[config.mk]
export PLATFORM = sky130hd
export DESIGN_NAME = conv_frame_writer_flat
export DESIGN_NICKNAME = d
export VERILOG_FILES = /design/src/rtl/conv_frame_writer_if.sv /design/src/rtl/conv_frame_writer.sv /design/src/flat_wrapper.sv
export SDC_FILE = /design/constraint.sdc
export NUM_CORES = 1
export LEC_CHECK = 0
export CAP_MARGIN = 10
export CORE_AREA = 4 4 93 95
export CTS_BUF_LIST = sky130_fd_sc_hd__clkbuf_2
export CTS_CLUSTER_SIZE = 28
export DETAILED_ROUTE_END_ITERATION = 10
export DIE_AREA = 0 0 97 99
export PLACE_DENSITY = 0.61
export SYNTH_ARGS = -nofsm -noshare
export SYNTH_HDL_FRONTEND = slang
export SYNTH_SLANG_ARGS = --single-unit
[constraint.sdc]
create_clock -name clk -period 3.5 [get_ports clk]
set_input_delay 0.7 -clock clk [delete_from_list [all_inputs] [get_ports clk]]
set_output_delay 0.7 -clock clk [all_outputs]
set_load 0.02 [all_outputs]
[src/rtl/conv_frame_writer_if.sv]
// Pixel-stream input and frame-buffer write-port bundle for conv_frame_writer.
interface conv_frame_writer_if #(
  parameter int PIXEL_WIDTH = 8,
  parameter int ADDR_WIDTH  = 12
);
  logic                   start;
  logic                   abort;
  logic                   pixel_valid;
  logic [PIXEL_WIDTH-1:0] pixel_in;
  logic                   mem_we;
  logic [ADDR_WIDTH-1:0]  mem_addr;
  logic [PIXEL_WIDTH-1:0] mem_wdata;
  logic                   busy;
  logic                   frame_done;

  modport master (
    output start, abort, pixel_valid, pixel_in,
    input  mem_we, mem_addr, mem_wdata, busy, frame_done
  );

  modport slave (
    input  start, abort, pixel_valid, pixel_in,
    output mem_we, mem_addr, mem_wdata, busy, frame_done
  );
endinterface

[src/rtl/conv_frame_writer.sv]
// Drops conv warm-up pixels, raster-writes one frame to the frame buffer, pulses frame_done.
// Optional BORDER_ZERO_EN: border pixels are written as zero.
module conv_frame_writer #(
  parameter int PIXEL_WIDTH = 8,
  parameter int IMG_WIDTH   = 64,
  parameter int IMG_HEIGHT  = 64,
  parameter int SKIP        = 5,
  parameter int ADDR_WIDTH  = 12
) (
  input  logic                 clk,
  input  logic                 rst,
  conv_frame_writer_if.slave   bus
);
  localparam int XW  = $clog2(IMG_WIDTH);
  localparam int YW  = $clog2(IMG_HEIGHT);
  localparam int SKW = (SKIP > 0) ? $clog2(SKIP + 1) : 1;

  typedef enum logic [1:0] {
    ST_IDLE,
    ST_SKIP,
    ST_WRITE
  } state_t;

  state_t                 state_q, state_d;
  logic [SKW-1:0]         skip_cnt_q, skip_cnt_d;
  logic [XW-1:0]          x_q, x_d;
  logic [YW-1:0]          y_q, y_d;
  logic [ADDR_WIDTH-1:0]  addr_q, addr_d;
  logic                   mem_we_q, mem_we_d;
  logic [ADDR_WIDTH-1:0]  mem_addr_q, mem_addr_d;
  logic [PIXEL_WIDTH-1:0] mem_wdata_q, mem_wdata_d;
  logic                   frame_done_q, frame_done_d;
  logic [PIXEL_WIDTH-1:0] wr_pixel;

`ifdef BORDER_ZERO_EN
  logic border;
  always_comb begin
    border = (x_q == '0) || (x_q == XW'(IMG_WIDTH - 1)) ||
             (y_q == '0) || (y_q == YW'(IMG_HEIGHT - 1));
    wr_pixel = border ? '0 : bus.pixel_in;
  end
`else
  always_comb wr_pixel = bus.pixel_in;
`endif

  always_comb begin
    state_d      = state_q;
    skip_cnt_d   = skip_cnt_q;
    x_d          = x_q;
    y_d          = y_q;
    addr_d       = addr_q;
    mem_we_d     = 1'b0;
    frame_done_d = 1'b0;
    mem_addr_d   = mem_addr_q;
    mem_wdata_d  = mem_wdata_q;

    if (bus.abort) begin
      state_d    = ST_IDLE;
      skip_cnt_d = '0;
      x_d        = '0;
      y_d        = '0;
      addr_d     = '0;
    end else begin
      unique case (state_q)
        ST_IDLE: begin
          if (bus.start) begin
            x_d    = '0;
            y_d    = '0;
            addr_d = '0;
            if (SKIP == 0) begin
              state_d = ST_WRITE;
            end else begin
              state_d    = ST_SKIP;
              skip_cnt_d = SKW'(SKIP);
            end
          end
        end
        ST_SKIP: begin
          if (bus.pixel_valid) begin
            skip_cnt_d = skip_cnt_q - 1'b1;
            if (skip_cnt_q == SKW'(1)) state_d = ST_WRITE;
          end
        end
        ST_WRITE: begin
          if (bus.pixel_valid) begin
            mem_we_d    = 1'b1;
            mem_addr_d  = addr_q;
            mem_wdata_d = wr_pixel;
            addr_d      = addr_q + 1'b1;
            if (x_q == XW'(IMG_WIDTH - 1)) begin
              x_d = '0;
              // Final pixel: return to IDLE on the same edge that registers its write.
              if (y_q == YW'(IMG_HEIGHT - 1)) begin
                frame_done_d = 1'b1;
                state_d      = ST_IDLE;
                y_d          = '0;
                addr_d       = '0;
              end else begin
                y_d = y_q + 1'b1;
              end
            end else begin
              x_d = x_q + 1'b1;
            end
          end
        end
        default: state_d = ST_IDLE;
      endcase
    end
  end

  always_ff @(posedge clk) begin
    if (rst) begin
      state_q      <= ST_IDLE;
      skip_cnt_q   <= '0;
      x_q          <= '0;
      y_q          <= '0;
      addr_q       <= '0;
      mem_we_q     <= 1'b0;
      mem_addr_q   <= '0;
      mem_wdata_q  <= '0;
      frame_done_q <= 1'b0;
    end else begin
      state_q      <= state_d;
      skip_cnt_q   <= skip_cnt_d;
      x_q          <= x_d;
      y_q          <= y_d;
      addr_q       <= addr_d;
      mem_we_q     <= mem_we_d;
      mem_addr_q   <= mem_addr_d;
      mem_wdata_q  <= mem_wdata_d;
      frame_done_q <= frame_done_d;
    end
  end

  assign bus.mem_we     = mem_we_q;
  assign bus.mem_addr   = mem_addr_q;
  assign bus.mem_wdata  = mem_wdata_q;
  assign bus.frame_done = frame_done_q;
  assign bus.busy       = (state_q != ST_IDLE);
endmodule

[src/flat_wrapper.sv]
// flat-port wrapper written by rule: the top's interface ports become plain ports
module conv_frame_writer_flat 
#(
  parameter int PIXEL_WIDTH = 8,
  parameter int IMG_WIDTH   = 64,
  parameter int IMG_HEIGHT  = 64,
  parameter int SKIP        = 5,
  parameter int ADDR_WIDTH  = 12
)
  (clk, rst, bus_start, bus_abort, bus_pixel_valid, bus_pixel_in, bus_mem_we, bus_mem_addr, bus_mem_wdata, bus_busy, bus_frame_done);
  conv_frame_writer_if #(.PIXEL_WIDTH(PIXEL_WIDTH), .ADDR_WIDTH(ADDR_WIDTH)) bus_i ();
  input  logic clk;
  input  logic rst;
  input wire logic [$bits(bus_i.start)-1:0] bus_start;
  input wire logic [$bits(bus_i.abort)-1:0] bus_abort;
  input wire logic [$bits(bus_i.pixel_valid)-1:0] bus_pixel_valid;
  input wire logic [$bits(bus_i.pixel_in)-1:0] bus_pixel_in;
  output wire logic [$bits(bus_i.mem_we)-1:0] bus_mem_we;
  output wire logic [$bits(bus_i.mem_addr)-1:0] bus_mem_addr;
  output wire logic [$bits(bus_i.mem_wdata)-1:0] bus_mem_wdata;
  output wire logic [$bits(bus_i.busy)-1:0] bus_busy;
  output wire logic [$bits(bus_i.frame_done)-1:0] bus_frame_done;
  assign bus_i.start = bus_start;
  assign bus_i.abort = bus_abort;
  assign bus_i.pixel_valid = bus_pixel_valid;
  assign bus_i.pixel_in = bus_pixel_in;
  assign bus_mem_we = bus_i.mem_we;
  assign bus_mem_addr = bus_i.mem_addr;
  assign bus_mem_wdata = bus_i.mem_wdata;
  assign bus_busy = bus_i.busy;
  assign bus_frame_done = bus_i.frame_done;
  conv_frame_writer #(.PIXEL_WIDTH(PIXEL_WIDTH), .IMG_WIDTH(IMG_WIDTH), .IMG_HEIGHT(IMG_HEIGHT), .SKIP(SKIP), .ADDR_WIDTH(ADDR_WIDTH)) u_core (.clk(clk), .rst(rst), .bus(bus_i));
endmodule
==> flow_metrics.py <==
metrics = {
    "synthesis": {
        "synthTopCellsByArea": "dfxtp_1 (45%), nand2_1 (8.5%), a21oi_1 (6.3%), xnor2_1 (3.8%), nor2_1 (3.0%)",
        "synth_fp_nets": 294,
        "synth_warnings": 0,
        "synth_top_flop_cell": "dfxtp_1",
        "synth_cell_type_count": 44,
        "synth_common_cells": "nand2_1 (52), dfxtp_1 (51), a21oi_1 (29), nor2_1 (18), clkbuf_1 (15)",
        "synth_largest_area_cell": "dfxtp_1",
        "avgSynthCellArea_um2": 8.29,
        "synth-seq-cells": 51,
        "synth_top_area_frac": 0.446,
        "synth_cells": 276,
        "synth_area_um2": 2290,
        "synth_seq_area_share": 0.446,
        "synth.most_common_cell": "nand2_1",
        "synth_edf_count": 0,
        "async_flop_share": 0,
    },
    "cts": {
        "cts_sinks": 51,
        "cts_resized": 0,
        "postCtsSetupRepairBufs": 0,
        "clock_latency_ns": 0.45,
        "postCtsHoldBufs": 0,
        "cts_max_level": 2,
        "clock_path_buffers": 2,
        "cts_tree": "yes",
        "numCtsBuffers": 5,
        "clk_pin_slew_worst_paths_ns": 0.26,
        "clk_root_buffer_cell": "clkbuf_2",
    },
    "power": {
        "power_density_nw_per_um2": 319,
        "combPwrFrac": 0.058,
        "swShare": 0.258,
        "p_leak_nw": 0.861,
        "peakVddDrop_v": 0.000202,
        "clkPwrFrac": 0.275,
        "p_switching_w": 0.000228,
        "internal-power_w": 0.000655,
        "seq_power_share": 0.667,
    },
    "finish": {
        "num_antenna_cells": 0,
        "nets": 321,
        "fin_area_um2": 2760,
        "regArea_um2": 1020,
        "drive_gt1_frac": 0.0526,
        "multi_input_area_um2": 1160,
        "fillers": 813,
        "area_delta_synth_final_pct": 20.8,
    },
    "flow_run": {
        "cap_violations": 0,
    },
    "route": {
        "postRouteAntennaNets": 0,
        "vias_per_cell": 4.84,
        "wl_mm": 5.01,
        "wl_per_cell_um": 12.3,
        "drc": 0,
        "firstDrtPassIters": 4,
        "drt_iter0_markers": 95,
        "vias": 1966,
    },
    "timing": {
        "fin_skew_ns": 0.0307,
        "tns_ns": 0,
        "clock.fmax_mhz": 374,
        "finalCritPeriodShare": 0.763,
        "final.setup.worst_slack_ns": 0.830,
        "slew_viol_final": 0,
        "setup_violations": 0,
        "hold_viol": 0,
        "relSlewSlack": 0.474,
        "min_period_ns": 2.67,
        "worst_pin_slew_ns": 0.789,
        "rsz0062_at_grt": "no",
    },
    "place": {
        "hpwl_mm": 3.49,
        "gp_congestion": 0.756,
        "io_buffers": 35,
        "placed_area_um2": 2720,
        "pre_cts_ws_ns": 0.750,
    },
    "critical_path": {
        "rr_startpoint": "u_core.y_q[0]",
        "cp-endpoint": "bus_busy",
        "r2r-end": "u_core.y_q[2]",
        "cp.arrival_ns": 1.97,
        "r2r_cells": 5,
        "cp-end-kind": "primary output",
        "crit_type": "flip-flop to primary output",
        "crit_required_ns": 2.80,
        "critPathLaunchType": "flip-flop",
        "critPathMaxFanout": 19,
        "r2r_setup_slack_ns": 1.27,
        "startpoint": "u_core.state_q[0]",
    },
    "global_route": {
        "grt_max_degree": 27,
        "overflow": 0,
        "grt_pass1_wl_mm": 8.73,
        "grt.total_usage": 0.108,
        "antenna_found_initial": 0,
        "grt_pass1_vias": 1915,
    },
    "die": {
        "die_area_um2": 9600,
        "core-area_um2": 7730,
        "die_w_um": 97,
        "initial_core_util": 0.296,
        "rows": 32,
        "die_h_um": 99,
        "pin_count": 36,
    },
    "status": {
        "status": "complete, no violations",
    },
    "hold_path": {
        "hold_path.class": "flip-flop to flip-flop",
    },
}
## worst max-delay path, stage by stage (launching register included)
cell	delay, ns
dfxtp_1	0.76
nor2_1	0.11
inv_1	0.07
clkdlybuf4s50_1	0.60
## per-layer routing
layer	track usage	part of all wire	vias to the layer above
met5	0	0	-
met4	0.0324	0.011	0
met3	0.0333	0.065	8
met2	0.166	0.41	44
met1	0.145	0.51	882
li1	-	-	1032
## worst min-delay path by stage
stage                                 start                 endpoint  cells after the start
finish              u_core.bus.mem_wdata[4]  u_core.bus.mem_wdata[4]                      2
global route         u_core.bus.mem_addr[8]   u_core.bus.mem_addr[8]                      2
CTS                  u_core.bus.mem_addr[5]   u_core.bus.mem_addr[5]                      2
detailed placement   u_core.bus.mem_addr[5]   u_core.bus.mem_addr[5]                      2
global placement    u_core.bus.mem_wdata[1]  u_core.bus.mem_wdata[1]                      2
floorplan                 u_core.addr_q[11]  u_core.bus.mem_addr[11]                      2
## metrics by stage
stage	std cells	util	total power, W	hold slack, ns
5_1_grt	406	0.358	0.000923	0.483
2_1_floorplan	276	-	0.000625	0.434
3_5_place_dp	398	0.352	0.000651	0.447
4_1_cts	406	0.358	0.000898	0.475
6_report	406	0.358	0.000882	0.472
3_3_place_gp	398	0.352	0.000650	0.442
## sequential cells by signal, indices dropped and copies added (netlist names)
register and cells:
u_core.addr_q 12, u_core.bus.frame_done 1, u_core.bus.mem_addr 12, u_core.bus.mem_wdata 8, u_core.bus.mem_we 1, u_core.skip_cnt_q 3, u_core.state_q 2, u_core.x_q 6
u_core.y_q 6
## area by class of cell
cell class                      instances  share of cell area
Tap cell                              102              0.0462
Sequential cell                        51               0.370
Multi-Input combinational cell        199               0.421
Timing Repair Buffer                   39               0.138
Clock buffer                            5             0.00906
Clock inverter                          3             0.00725
Inverter                                7             0.00951
## kinds of logic after synthesis
kind of cell / Yosys count / share of synthesized area
and+or+nand+nor: 124 / 0.273
DFF: 51 / 0.446
adders and majority gates: 5 / 0.0274
AOI/OAI and AO/OA: 58 / 0.161
muxes: 2 / 0.00875
buffers and inverters: 26 / 0.0454
xor gates and xnor gates: 10 / 0.0383
## layout by cell type, fill, tap and decap left out, drive strengths merged, types with 3 or more instances in the layout
master and n:
a311oi 3, nand4 4, nor2 18, inv 7, and4 5, a31oi 5, o21ai 6, xnor2 10
nand2b 3, o31ai 3, a211oi 4, clkdlybuf4s50 35, o211ai 3, or4 3, clkbuf 5, nand2 52
and3 4, buf 4, ha 5, nand3 4, nand3b 5, a21oi 29, nor3 11, dfxtp 51
## power groups by stage
stage / Clock [W] / Combinational (W) / Sequential (W)
CTS: 0.000257 / 0.0000518 / 0.000589
floorplan: 0 / 0.0000290 / 0.000596
global route: 0.000276 / 0.0000569 / 0.000590
global placement: 0 / 0.0000513 / 0.000599
finish: 0.000243 / 0.0000510 / 0.000589
detailed placement: 0 / 0.0000516 / 0.000599
(Power assumes the default switching activity.)
